$ cat src/rtl/axi_rd_arbiter.sv
// axi_rd_arbiter: shares one AXI AR/R channel pair between the instruction
// and data caches. Grants one requester at a time (round-robin on ties),
// holds off reads whose line is still pending in the write buffer, issues
// the AR, assembles R beats into a line and returns it with a one-cycle pulse.
module axi_rd_arbiter #(
    parameter int unsigned BYTES_PER_LINE = 16
) (
    input  logic                        clk,
    input  logic                        reset,

    input  logic                        i_req,
    input  logic [31:0]                 i_addr,
    input  logic                        i_burst,
    input  logic [1:0]                  i_size,
    output logic                        i_rdy,
    output logic                        i_rvalid,
    output logic [BYTES_PER_LINE*8-1:0] i_rdata,

    input  logic                        d_req,
    input  logic [31:0]                 d_addr,
    input  logic                        d_burst,
    input  logic [1:0]                  d_size,
    output logic                        d_rdy,
    output logic                        d_rvalid,
    output logic [BYTES_PER_LINE*8-1:0] d_rdata,

    input  logic                        wr_idle,
    input  logic [31:0]                 wr_addr,
    output logic                        rd_busy,

    output logic [3:0]                  arid,
    output logic [31:0]                 araddr,
    output logic [7:0]                  arlen,
    output logic [2:0]                  arsize,
    output logic [1:0]                  arburst,
    output logic [1:0]                  arlock,
    output logic [3:0]                  arcache,
    output logic [2:0]                  arprot,
    output logic                        arvalid,
    input  logic                        arready,

    input  logic [3:0]                  rid,
    input  logic [31:0]                 rdata,
    input  logic [1:0]                  rresp,
    input  logic                        rlast,
    input  logic                        rvalid,
    output logic                        rready
);

    localparam int unsigned WORDS_PER_LINE = BYTES_PER_LINE / 4;
    localparam int unsigned PTR_WIDTH      = $clog2(WORDS_PER_LINE);
    localparam int unsigned LINE_WIDTH     = WORDS_PER_LINE * 32;
    localparam int unsigned LINE_OFS       = $clog2(BYTES_PER_LINE);

    typedef enum logic [1:0] {
        ST_IDLE = 2'd0,
        ST_AR   = 2'd1,
        ST_R    = 2'd2,
        ST_RESP = 2'd3
    } state_e;

    // last_grant encoding: 0 = I, 1 = D (also the AR ID encoding)
    state_e                  state_q, state_d;
    logic                    id_q, id_d;
    logic [31:0]             addr_q, addr_d;
    logic                    burst_q, burst_d;
    logic [1:0]              size_q, size_d;
    logic [PTR_WIDTH-1:0]    ptr_q, ptr_d;
    logic                    last_grant_q, last_grant_d;
    logic [LINE_WIDTH-1:0]   line_q, line_d;

    logic                    i_elig_c, d_elig_c;
    logic                    gnt_i_c, gnt_d_c;

    // Read/write hazard: a request waits while its line sits in the write buffer
    always_comb begin
        i_elig_c = i_req && (wr_idle || (i_addr[31:LINE_OFS] != wr_addr[31:LINE_OFS]));
        d_elig_c = d_req && (wr_idle || (d_addr[31:LINE_OFS] != wr_addr[31:LINE_OFS]));
    end

    // Round-robin grant among eligible requesters, only while idle
    always_comb begin
        gnt_i_c = 1'b0;
        gnt_d_c = 1'b0;
        if (!reset && (state_q == ST_IDLE)) begin
            gnt_i_c = i_elig_c && (!d_elig_c || last_grant_q);
            gnt_d_c = d_elig_c && (!i_elig_c || !last_grant_q);
        end
    end

    // Next-state, request latch and line assembly
    always_comb begin
        state_d      = state_q;
        id_d         = id_q;
        addr_d       = addr_q;
        burst_d      = burst_q;
        size_d       = size_q;
        ptr_d        = ptr_q;
        last_grant_d = last_grant_q;
        line_d       = line_q;
        i_rdy        = 1'b0;
        d_rdy        = 1'b0;

        case (state_q)
            ST_IDLE: begin
                if (gnt_i_c || gnt_d_c) begin
                    i_rdy        = gnt_i_c;
                    d_rdy        = gnt_d_c;
                    id_d         = gnt_d_c;
                    addr_d       = gnt_d_c ? d_addr  : i_addr;
                    burst_d      = gnt_d_c ? d_burst : i_burst;
                    size_d       = gnt_d_c ? d_size  : i_size;
                    ptr_d        = '0;
                    last_grant_d = gnt_d_c;
                    state_d      = ST_AR;
                end
            end
            ST_AR: begin
                if (arready) begin
                    state_d = ST_R;
                end
            end
            ST_R: begin
                if (rvalid) begin
                    for (int w = 0; w < int'(WORDS_PER_LINE); w++) begin
                        if (PTR_WIDTH'(w) == ptr_q) begin
                            line_d[w*32 +: 32] = rdata;
                        end
                    end
                    ptr_d = (ptr_q == PTR_WIDTH'(WORDS_PER_LINE - 1)) ? '0
                                                                      : ptr_q + PTR_WIDTH'(1);
                    if (rlast) begin
                        state_d = ST_RESP;
                    end
                end
            end
            ST_RESP: begin
                state_d = ST_IDLE;
            end
            default: begin
                state_d = ST_IDLE;
            end
        endcase
    end

    // Control registers with synchronous reset
    always_ff @(posedge clk) begin
        if (reset) begin
            state_q      <= ST_IDLE;
            id_q         <= 1'b0;
            addr_q       <= '0;
            burst_q      <= 1'b0;
            size_q       <= '0;
            ptr_q        <= '0;
            last_grant_q <= 1'b0;
        end else begin
            state_q      <= state_d;
            id_q         <= id_d;
            addr_q       <= addr_d;
            burst_q      <= burst_d;
            size_q       <= size_d;
            ptr_q        <= ptr_d;
            last_grant_q <= last_grant_d;
        end
    end

    // Line buffer is pure datapath; contents only matter after RESP
    always_ff @(posedge clk) begin
        line_q <= line_d;
    end

    // AR channel fields decoded from the latched request
    always_comb begin
        arvalid = (state_q == ST_AR);
        arid    = {3'b000, id_q};
        araddr  = burst_q ? {addr_q[31:LINE_OFS], {LINE_OFS{1'b0}}} : addr_q;
        arlen   = burst_q ? 8'(WORDS_PER_LINE - 1) : 8'd0;
        arsize  = burst_q ? 3'd2 : {1'b0, size_q};
        arburst = burst_q ? 2'b01 : 2'b00;
        arlock  = 2'b00;
        arcache = 4'b0000;
        arprot  = 3'b000;
    end

    // R-side handshake, response pulses and status
    always_comb begin
        rready   = (state_q == ST_R);
        i_rvalid = (state_q == ST_RESP) && !id_q;
        d_rvalid = (state_q == ST_RESP) &&  id_q;
        rd_busy  = (state_q != ST_IDLE);
        i_rdata  = line_q;
        d_rdata  = line_q;
    end

    logic unused_ok;
    assign unused_ok = ^{rid, rresp, wr_addr[LINE_OFS-1:0]};

endmodule

$ cat config.mk
export PLATFORM = sky130hd
export DESIGN_NAME = axi_rd_arbiter
export DESIGN_NICKNAME = d
export VERILOG_FILES = /design/src/rtl/axi_rd_arbiter.sv
export SDC_FILE = /design/constraint.sdc
export NUM_CORES = 1
export LEC_CHECK = 0
export ABC_AREA = 1
export BUFFER_PORTS_ARGS = -buffer_cell sky130_fd_sc_hd__buf_4
export CORE_AREA = 2 2 182 184
export CTS_BUF_LIST = sky130_fd_sc_hd__clkbuf_4
export CTS_CLUSTER_SIZE = 25
export DETAILED_ROUTE_END_ITERATION = 6
export DIE_AREA = 0 0 184 186
export GPL_TIMING_DRIVEN = 0
export PLACE_DENSITY = 0.6
export SYNTH_ARGS = -nofsm -noshare
export SYNTH_HDL_FRONTEND = slang
export SYNTH_SLANG_ARGS = --single-unit
$ cat constraint.sdc
create_clock -name clk -period 2.7 [get_ports clk]
set_input_delay 0.27 -clock clk [delete_from_list [all_inputs] [get_ports clk]]
set_output_delay 0.27 -clock clk [all_outputs]
set_load 0.05 [all_outputs]
# Yosys cells after proc, flatten, opt, wreduce, memory -nomap -nowiden
# Cells that the tools add are included.
# totals
out_inout_bits	321
word_cells	73
in_bits	148
ff_bits	168
# classes
n_eq_ne	13
reduce_logical	27
addsub	1
muxes	22
# ops
cell	n
inequality test 28 bit	2
two-way mux 32 bit	1
two-way mux 2 bit	10
AND reduction 3 bit	5
two-way mux 1 bit	8
case mux 2 bit (4 select lines)	1
logical AND 1 bit	7
equality test 2 bit (second input constant)	3
logical OR 1 bit	5
equality test 2 bit (first input constant)	2
zero test 1 bit	4
zero test 2 bit	2
two-way mux 4 bit	1
inequality test 2 x 1 -> 1 bit (second input constant)	2
inequality test 2 bit (second input constant)	2
case mux 2 bit (2 select lines)	1
AND reduction 4 bit	1
nonzero test 2 bit	2
adder 2 x 1 -> 2 bit (second input constant)	1
equality test 1 x 2 -> 1 bit (first input constant)	1
equality test 2 x 1 -> 1 bit (second input constant)	1
AND reduction 2 bit	1

# Longest topological paths before layout
# Gate-level depths: netlist of run 1.
# logic_depth
depth_word	10
depth_mapped	17

# Worst setup path after synthesis of run 1
# No wires, ideal clock.
# synth_timing
path_kind	flip-flop to flip-flop
start	reg state_q[0]
end	reg line_q[0] (netlist: d_rdata[0]), enable pin
t_arrival_ps	2531
period_less_slack_ps	2952
n_path_buf	0
slack_ps	-252
stages_incl_launch_ff	5
required_ps	2279
cell_sequence	dfxtp_1 -> inv_1 -> ha_1 -> nand2_1 -> nor2_1
# synth_between
elab_chain_cells	2
# synth_lines
element	line_no	rtl
start: declaration	63	state_e state_q, state_d;
start signal: assignment	157	state_q <= state_d;
equality test 2 bit	-	
named net rready	47	output logic rready
AND reduction 3 bit (no source line)	-	
end signal: assignment	169	line_q <= line_d;
end: declaration	70	logic [LINE_WIDTH-1:0] line_q, line_d;
# The timed path passes the listed nets, and every way through them passes these cells.
# A chain may end at the register's enable or synchronous reset.

# Worst setup path after layout of run 1
# layout_timing
start	in d_addr[13]
end	out i_rdy
# layout_between
elab_chain_cells	10
word_cells_on_any_way	12
# layout_lines
element	line_no	rtl
start: declaration	20	input logic [31:0] d_addr,
inequality test 28 bit *	78	d_elig_c = d_req && (wr_idle || (d_addr[31:LINE_OFS] != wr_addr[31:LINE_OFS]));
logical OR 1 bit *	78	
logical AND 1 bit *	78	
zero test 1 bit	86	gnt_i_c = i_elig_c && (!d_elig_c || last_grant_q);
logical OR 1 bit	86	
logical AND 1 bit	86	
two-way mux 1 bit	85	if (!reset && (state_q == ST_IDLE)) begin
logical OR 1 bit	106	if (gnt_i_c || gnt_d_c) begin
two-way mux 1 bit *	106	
two-way mux 1 bit *	104	case (state_q)
end: declaration	15	output logic i_rdy,
# Every way passes the cells marked *; elsewhere a longest branch is shown, timed or not.

==> results of run 1 <==
-- critical path, stage by stage --
cell and delay [ns]:
dlygate4sd3_1 0.55, buf_4 0.15, inv_1 0.06, o21ai_0 0.07, nor2_1 0.12, nand3_1 0.12, nor2_1 0.15, nand2_2 0.09
nand3b_2 0.13, nand2_8 0.11, buf_6 0.16, inv_1 0.05, buf_4 0.19
-- state kept, by name, summed over array words and instances, names as in the netlist --
signal,flops
addr_q,32
burst_q,1
d_rdata,128
last_grant_q,1
ptr_q,2
size_q,2
state_q,2
-- metrics by stage --
step | utilization | cells
after floorplan | - | 855
after global placement | 0.3802 | 1701
after detailed placement | 0.3841 | 1705
after CTS | 0.4162 | 1808
after global routing | 0.4162 | 1807
final | 0.4162 | 1807
-- kinds of logic (layout without fill, tap and decap cells) --
family,Yosys count,count (layout)
compound gates,115,115
xor+xnor,18,18
fa+ha+maj,9,9
buf+inv,301,845
flops,168,168
other cells,1,20
simple gates,224,224
-- worst min path at each step --
stage / startpoint / endpoint / cells past startpoint
4_1_cts: i_size[1] / size_q[1]$_SDFFE_PP0P_ / 5
2_1_floorplan: rdata[0] / d_rdata[0]$_DFFE_PP_ / 0
3_3_place_gp: addr_q[31]$_SDFFE_PP0P_ / addr_q[31]$_SDFFE_PP0P_ / 2
5_1_grt: i_addr[29] / addr_q[29]$_SDFFE_PP0P_ / 5
6_report: i_size[1] / size_q[1]$_SDFFE_PP0P_ / 5
3_5_place_dp: size_q[0]$_SDFFE_PP0P_ / size_q[0]$_SDFFE_PP0P_ / 2
-- cell type report --
| class | count | area share |
|---|---|---|
| buffer | 196 | 0.1099 |
| clock buffer | 18 | 0.01008 |
| clock inverter | 14 | 0.01353 |
| inverter | 104 | 0.02949 |
| multi-input combinational | 386 | 0.1470 |
| sequential | 168 | 0.3465 |
| tap | 408 | 0.03808 |
| timing repair buffer | 513 | 0.3054 |
-- where the power goes --
group          total, mW  switching, mW  internal [mW]
sequential          3.11          0.121           2.99
combinational       3.08           1.96           1.11
clock               1.66           1.05          0.605
total               7.84           3.14           4.70
-- layer usage --
layer | track usage | vias up | wire length, um
met4 | 0.04000 | 0 | 398
met3 | 0.06104 | 19 | 2809
met1 | 0.1799 | 3341 | 11330
li1 | - | 3581 | -
met2 | 0.3339 | 294 | 16300
met5 | 0 | - | 0
-- cells in the final DEF (no fill, tap or decap), types with 3 or more instances in the layout --
cell type      count
dfxtp_1           40
nor2_4             6
nand3_1            6
xor2_1             7
o21ai_0            6
inv_2             14
nor2_1            33
inv_8              5
nand4_1            4
dlygate4sd3_1     71
conb_1            20
nand2_2           12
clkbuf_4          18
a21oi_2           10
xnor2_1           11
ha_1               8
a21oi_1           30
clkinvlp_4         3
edfxtp_1         128
inv_1             88
nand2_1          152
buf_4            618
buf_2              5
o21ai_1           66
buf_6              6
clkbuf_1           4
-- timing repair --
action	CTS	global route
hold buffers	71	0
cloned	0	0
setup endpoints to repair	1	2
hold endpoints to repair	163	0
resized for setup	1	2
==> flow_summary.ini, run 1 <==
[clock_tree]
clk-insertion-delay-late_ns = 0.59
clk_path_buf_depth = 2
cts.clk_slew.worst_paths_ns = 0.18
cts_tree = yes
postCtsSetupRepairBufs = 0
htree_levels = 4
cts-root-buf = clkbuf_4
cts_sinks = 168
numCtsBuffers = 17

[floorplan]
rows = 66
coreArea_um2 = 32210
die-width_um = 184
start_util = 0.2601
die-area_um2 = 34220
die_h_um = 186
ios = 469

[yosys]
synthTopCellsByArea = edfxtp_1 46%, buf_4 16%, dfxtp_1 9.6%
synth_edf_count = 128
avgSynthCellArea_um2 = 10.02
seq_area_frac_synth = 0.5545
synthAdderAreaFrac = 0.01344
synth_compound_area_frac = 0.07380
synth_top_flop_cell = edfxtp_1
synthTopCellsByCount = 180 x buf_4, 152 x nand2_1, 128 x edfxtp_1
ys_seq_elements = 168
ys_async_sr_fraction = 0
syn_area_um2 = 8376
synth_simple_gate_area_share = 0.1152
postSynthCellCount = 836
synthMostInstantiatedCell = buf_4
synthMuxAreaShare = 0
synth_top_family_by_area = buffers and inverters
synth_largest_area_cell = edfxtp_1
synth_xor_area_frac = 0.01882
synth.top_cell.area_share = 0.4589
yosys_warnings = 0
yosysUniqueCellTypes = 34

[global_routing]
overflow = 0
grt_pass1_wl_mm = 43.53
track_usage = 0.1737
grt_max_degree = 25
grt_pass1_vias = 7129
antenna_found_initial = 0

[timing]
rsz0062_at_grt = no
slew_violations = 0
fin_ws_ns = 0.2051
fmax_mhz = 400.8
setup_violations = 0
skew_ns = 0.05550
setup-tns-final_ns = 0
finalCritPeriodShare = 0.9240
finalCriticalPeriod_ns = 2.495
max_slew_margin = 0.4760
worst-slew-pin-transition_ns = 0.7859
fin_hold_ws_ns = 0.06668
final-hold-violation-count = 0

[cells_and_area]
multi_input_area_um2 = 1971
area_delta_synth_final_pct = 60.05
seq_area_um2 = 4644
finalInstanceArea_um2 = 13410
diodes = 0
final_nets = 1543
nFillCells = 3192
layout-drive-gt1-share = 0.5132

[worst_setup_path]
r2r-end = addr_q[24]$_SDFFE_PP0P_
rrSetupSlack_ns = 0.36
r2r_start = state_q[1]$_SDFFE_PP0P_
required_ns = 2.43
r2r_cells = 9
end_kind = output pin
cp-endpoint = i_rdy
startpoint = d_addr[13]
worstSetupStartpointType = primary input
crit_type = primary input to output pin
path_max_fanout = 10
critPathArrivalTime_ns = 2.22

[detailed_routing]
drt-initial-drc-count = 282
detail_route.wl_per_cell_um = 17.07
final_antenna_net_count = 0
firstDrtPassIters = 4
drc = 0
num_vias = 7235
vias_per_cell = 4.004
drt-total-wl_mm = 30.84

[worst_hold_path]
hp-class = primary input to flop

[power]
ir_worst_vdd_mv = 0.3217
power.leakage_nw = 6.361
powerDensity_nw_per_um2 = 585.0
power.total_mw = 7.843

[placed_design]
place_area_um2 = 12370
gp_congestion = 0.8751
pre_cts_ws_ns = 0.4543
port-buffer-count = 438
post-dp-hpwl_mm = 25.09

[job]
cap_violations = 0

[status]
status = completed
No activity file was read; power rests on OpenSTA's default activity.
==> run 2, diff against run 1 <==
--- a/config.mk
+++ b/config.mk
@@ -13,7 +13,8 @@
 export DETAILED_ROUTE_END_ITERATION = 6
 export DIE_AREA = 0 0 184 186
 export GPL_TIMING_DRIVEN = 0
-export PLACE_DENSITY = 0.6
+export MAX_ROUTING_LAYER = met4
+export PLACE_DENSITY = 0.65
 export SYNTH_ARGS = -nofsm -noshare
 export SYNTH_HDL_FRONTEND = slang
 export SYNTH_SLANG_ARGS = --single-unit
==> run 2 against run 1 <==
  * Register-to-register slack worse by 0.02 ns
  * Via count is 1.3% higher
  * Maximum frequency hardly changed
  * Total power is 0.89% higher
  * Sequential power hardly changed
  * Critical endpoint unchanged
  * Largest cell class unchanged
==> flow_summary.ini, run 2 (synthesis gave the netlist of run 1 again) <==
[worst_setup_path]
crit_type = primary input to output pin
end_kind = output pin
rrSetupSlack_ns = 0.34
worstSetupStartpointType = primary input
path_common_cell = nand2_1
crit_slowest_cell = dlygate4sd3_1
required_ns = 2.43
path_max_fanout = 10
path_cells = dlygate4sd3_1, buf_4, inv_1, nand2_1, nand2_1, o21ai_1, nor2_1, nand2_1, nor2_1, nand2_2, nand3b_2, nand2_8, buf_6, inv_1, buf_4
cpPeakStageDelay_ns = 0.53
critPathTopFamily = buffers and inverters
critPathArrivalTime_ns = 2.22
crit_buf_inv = 6

[detailed_routing]
num_vias = 7330
detail_route.wl_per_cell_um = 17.67
vias_per_cell = 4.063
drt-initial-drc-count = 308
drc = 0
drt-total-wl_mm = 31.89
firstDrtPassIters = 4
final_antenna_net_count = 0

[power]
powerDensity_nw_per_um2 = 592.3
clkPwrFrac = 0.223
switching_power_mw = 3.228
ir_worst_vdd_mv = 0.2536
combPwrFrac = 0.384
power.leakage_nw = 6.352
intPower_mw = 4.685
netSwitchingFraction = 0.4079
p_seq_frac = 0.393

[timing]
fmax_mhz = 401.1
finalCriticalPeriod_ns = 2.493
fin_ws_ns = 0.2067
worst-slew-pin-transition_ns = 0.7629
rsz0062_at_grt = no
final-hold-violation-count = 0
max_slew_margin = 0.4914
finalCritPeriodShare = 0.9235
setup_violations = 0
slew_violations = 0
skew_ns = 0.06295

[cells_and_area]
final_nets = 1539
instances_no_fill = 1804
area_delta_synth_final_pct = 59.49
final_common_cell = buf_4
layout_common_cells = 618 x buf_4, 152 x nand2_1, 128 x edfxtp_1, 88 x inv_1, 67 x dlygate4sd3_1
largest_reg_flops = 128
layout-drive-gt1-share = 0.5140
finalInstanceArea_um2 = 13360

[worst_hold_path]
hp-class = primary input to flop

[global_routing]
track_usage = 0.1844
overflow = 0
grt_max_degree = 28
grt_pass1_vias = 7337
grt_pass1_wl_mm = 44.42
antenna_found_initial = 2

[clock_tree]
cts-root-buf = clkbuf_4
cts_tree = yes
postCtsSetupRepairBufs = 0
cts_sinks = 168
numCtsBuffers = 17
clk-insertion-delay-late_ns = 0.56
clk_path_buf_depth = 2
htree_levels = 4
cts.clk_slew.worst_paths_ns = 0.21

[floorplan]
die-width_um = 184
die-area_um2 = 34220
ios = 469
coreArea_um2 = 32210
start_util = 0.2601
die_h_um = 186
rows = 66

[status]
status = completed

[placed_design]
gp_congestion = 0.8650
post-dp-hpwl_mm = 25.55
port-buffer-count = 438
pre_cts_ws_ns = 0.4594
placedCellCount = 1705
place_area_um2 = 12360

[job]
cap_violations = 0
[run 2: final timing paths]
| path | from | end | depth (start not counted) |
|---|---|---|---|
| min | i_addr[22] | addr_q[22]$_SDFFE_PP0P_ | 5 |
| max | d_addr[18] | i_rdy | 15 |
| min reg2reg | addr_q[7]$_SDFFE_PP0P_ | addr_q[7]$_SDFFE_PP0P_ | 2 |
| max reg2reg | state_q[0]$_SDFFE_PP0P_ | addr_q[28]$_SDFFE_PP0P_ | 9 |
[run 2: through the flow]
stage	hold WS (ns)	power [mW]	utilization	setup TNS, ns
2_1_floorplan	0.3689	5.166	-	-32.32
3_3_place_gp	0.4510	6.099	0.3802	-133.49
3_5_place_dp	0.4557	6.148	0.3836	0
4_1_cts	0.002548	8.022	0.4147	0
5_1_grt	0.04299	8.315	0.4148	0
6_report	0.09042	7.912	0.4148	0
[run 2: layout make-up]
cell class	count	area [um^2]
buffer	196	1474
inverter	104	395.4
multi-input combinational	386	1963
clock buffer	17	127.6
sequential	168	4644
timing repair buffer	509	4039
clock inverter	15	201.4
fill	3150	18850
antenna	1	2.502
tap	408	510.5
[run 2: power by group through the flow]
stage	registers, mW	clock network [mW]	logic [mW]
2_1_floorplan	3.32	0	1.84
3_3_place_gp	3.18	0	2.92
3_5_place_dp	3.17	0	2.98
4_1_cts	3.11	1.84	3.07
5_1_grt	3.14	1.92	3.26
6_report	3.11	1.76	3.04
[run 2: worst min-delay path, stage by stage]
cell and delay [ns]:
buf_4 0.12, inv_1 0.04, o21ai_1 0.07, o21ai_1 0.07, a21oi_1 0.07
[run 2: repair_timing]
item	CTS	global route
hold buffers	67	0
gates resized for setup	0	1
endpoints found under the setup margin	0	2
endpoints found under the hold margin	162	0
[run 2: metal layers]
metal | vias up | global-route usage | share of wire
li1 | 3584 | - | -
met1 | 3424 | 0.1911 | 0.37
met2 | 298 | 0.3318 | 0.52
met3 | 24 | 0.06496 | 0.091
met4 | 0 | 0.04992 | 0.019
met5 | - | - | 0
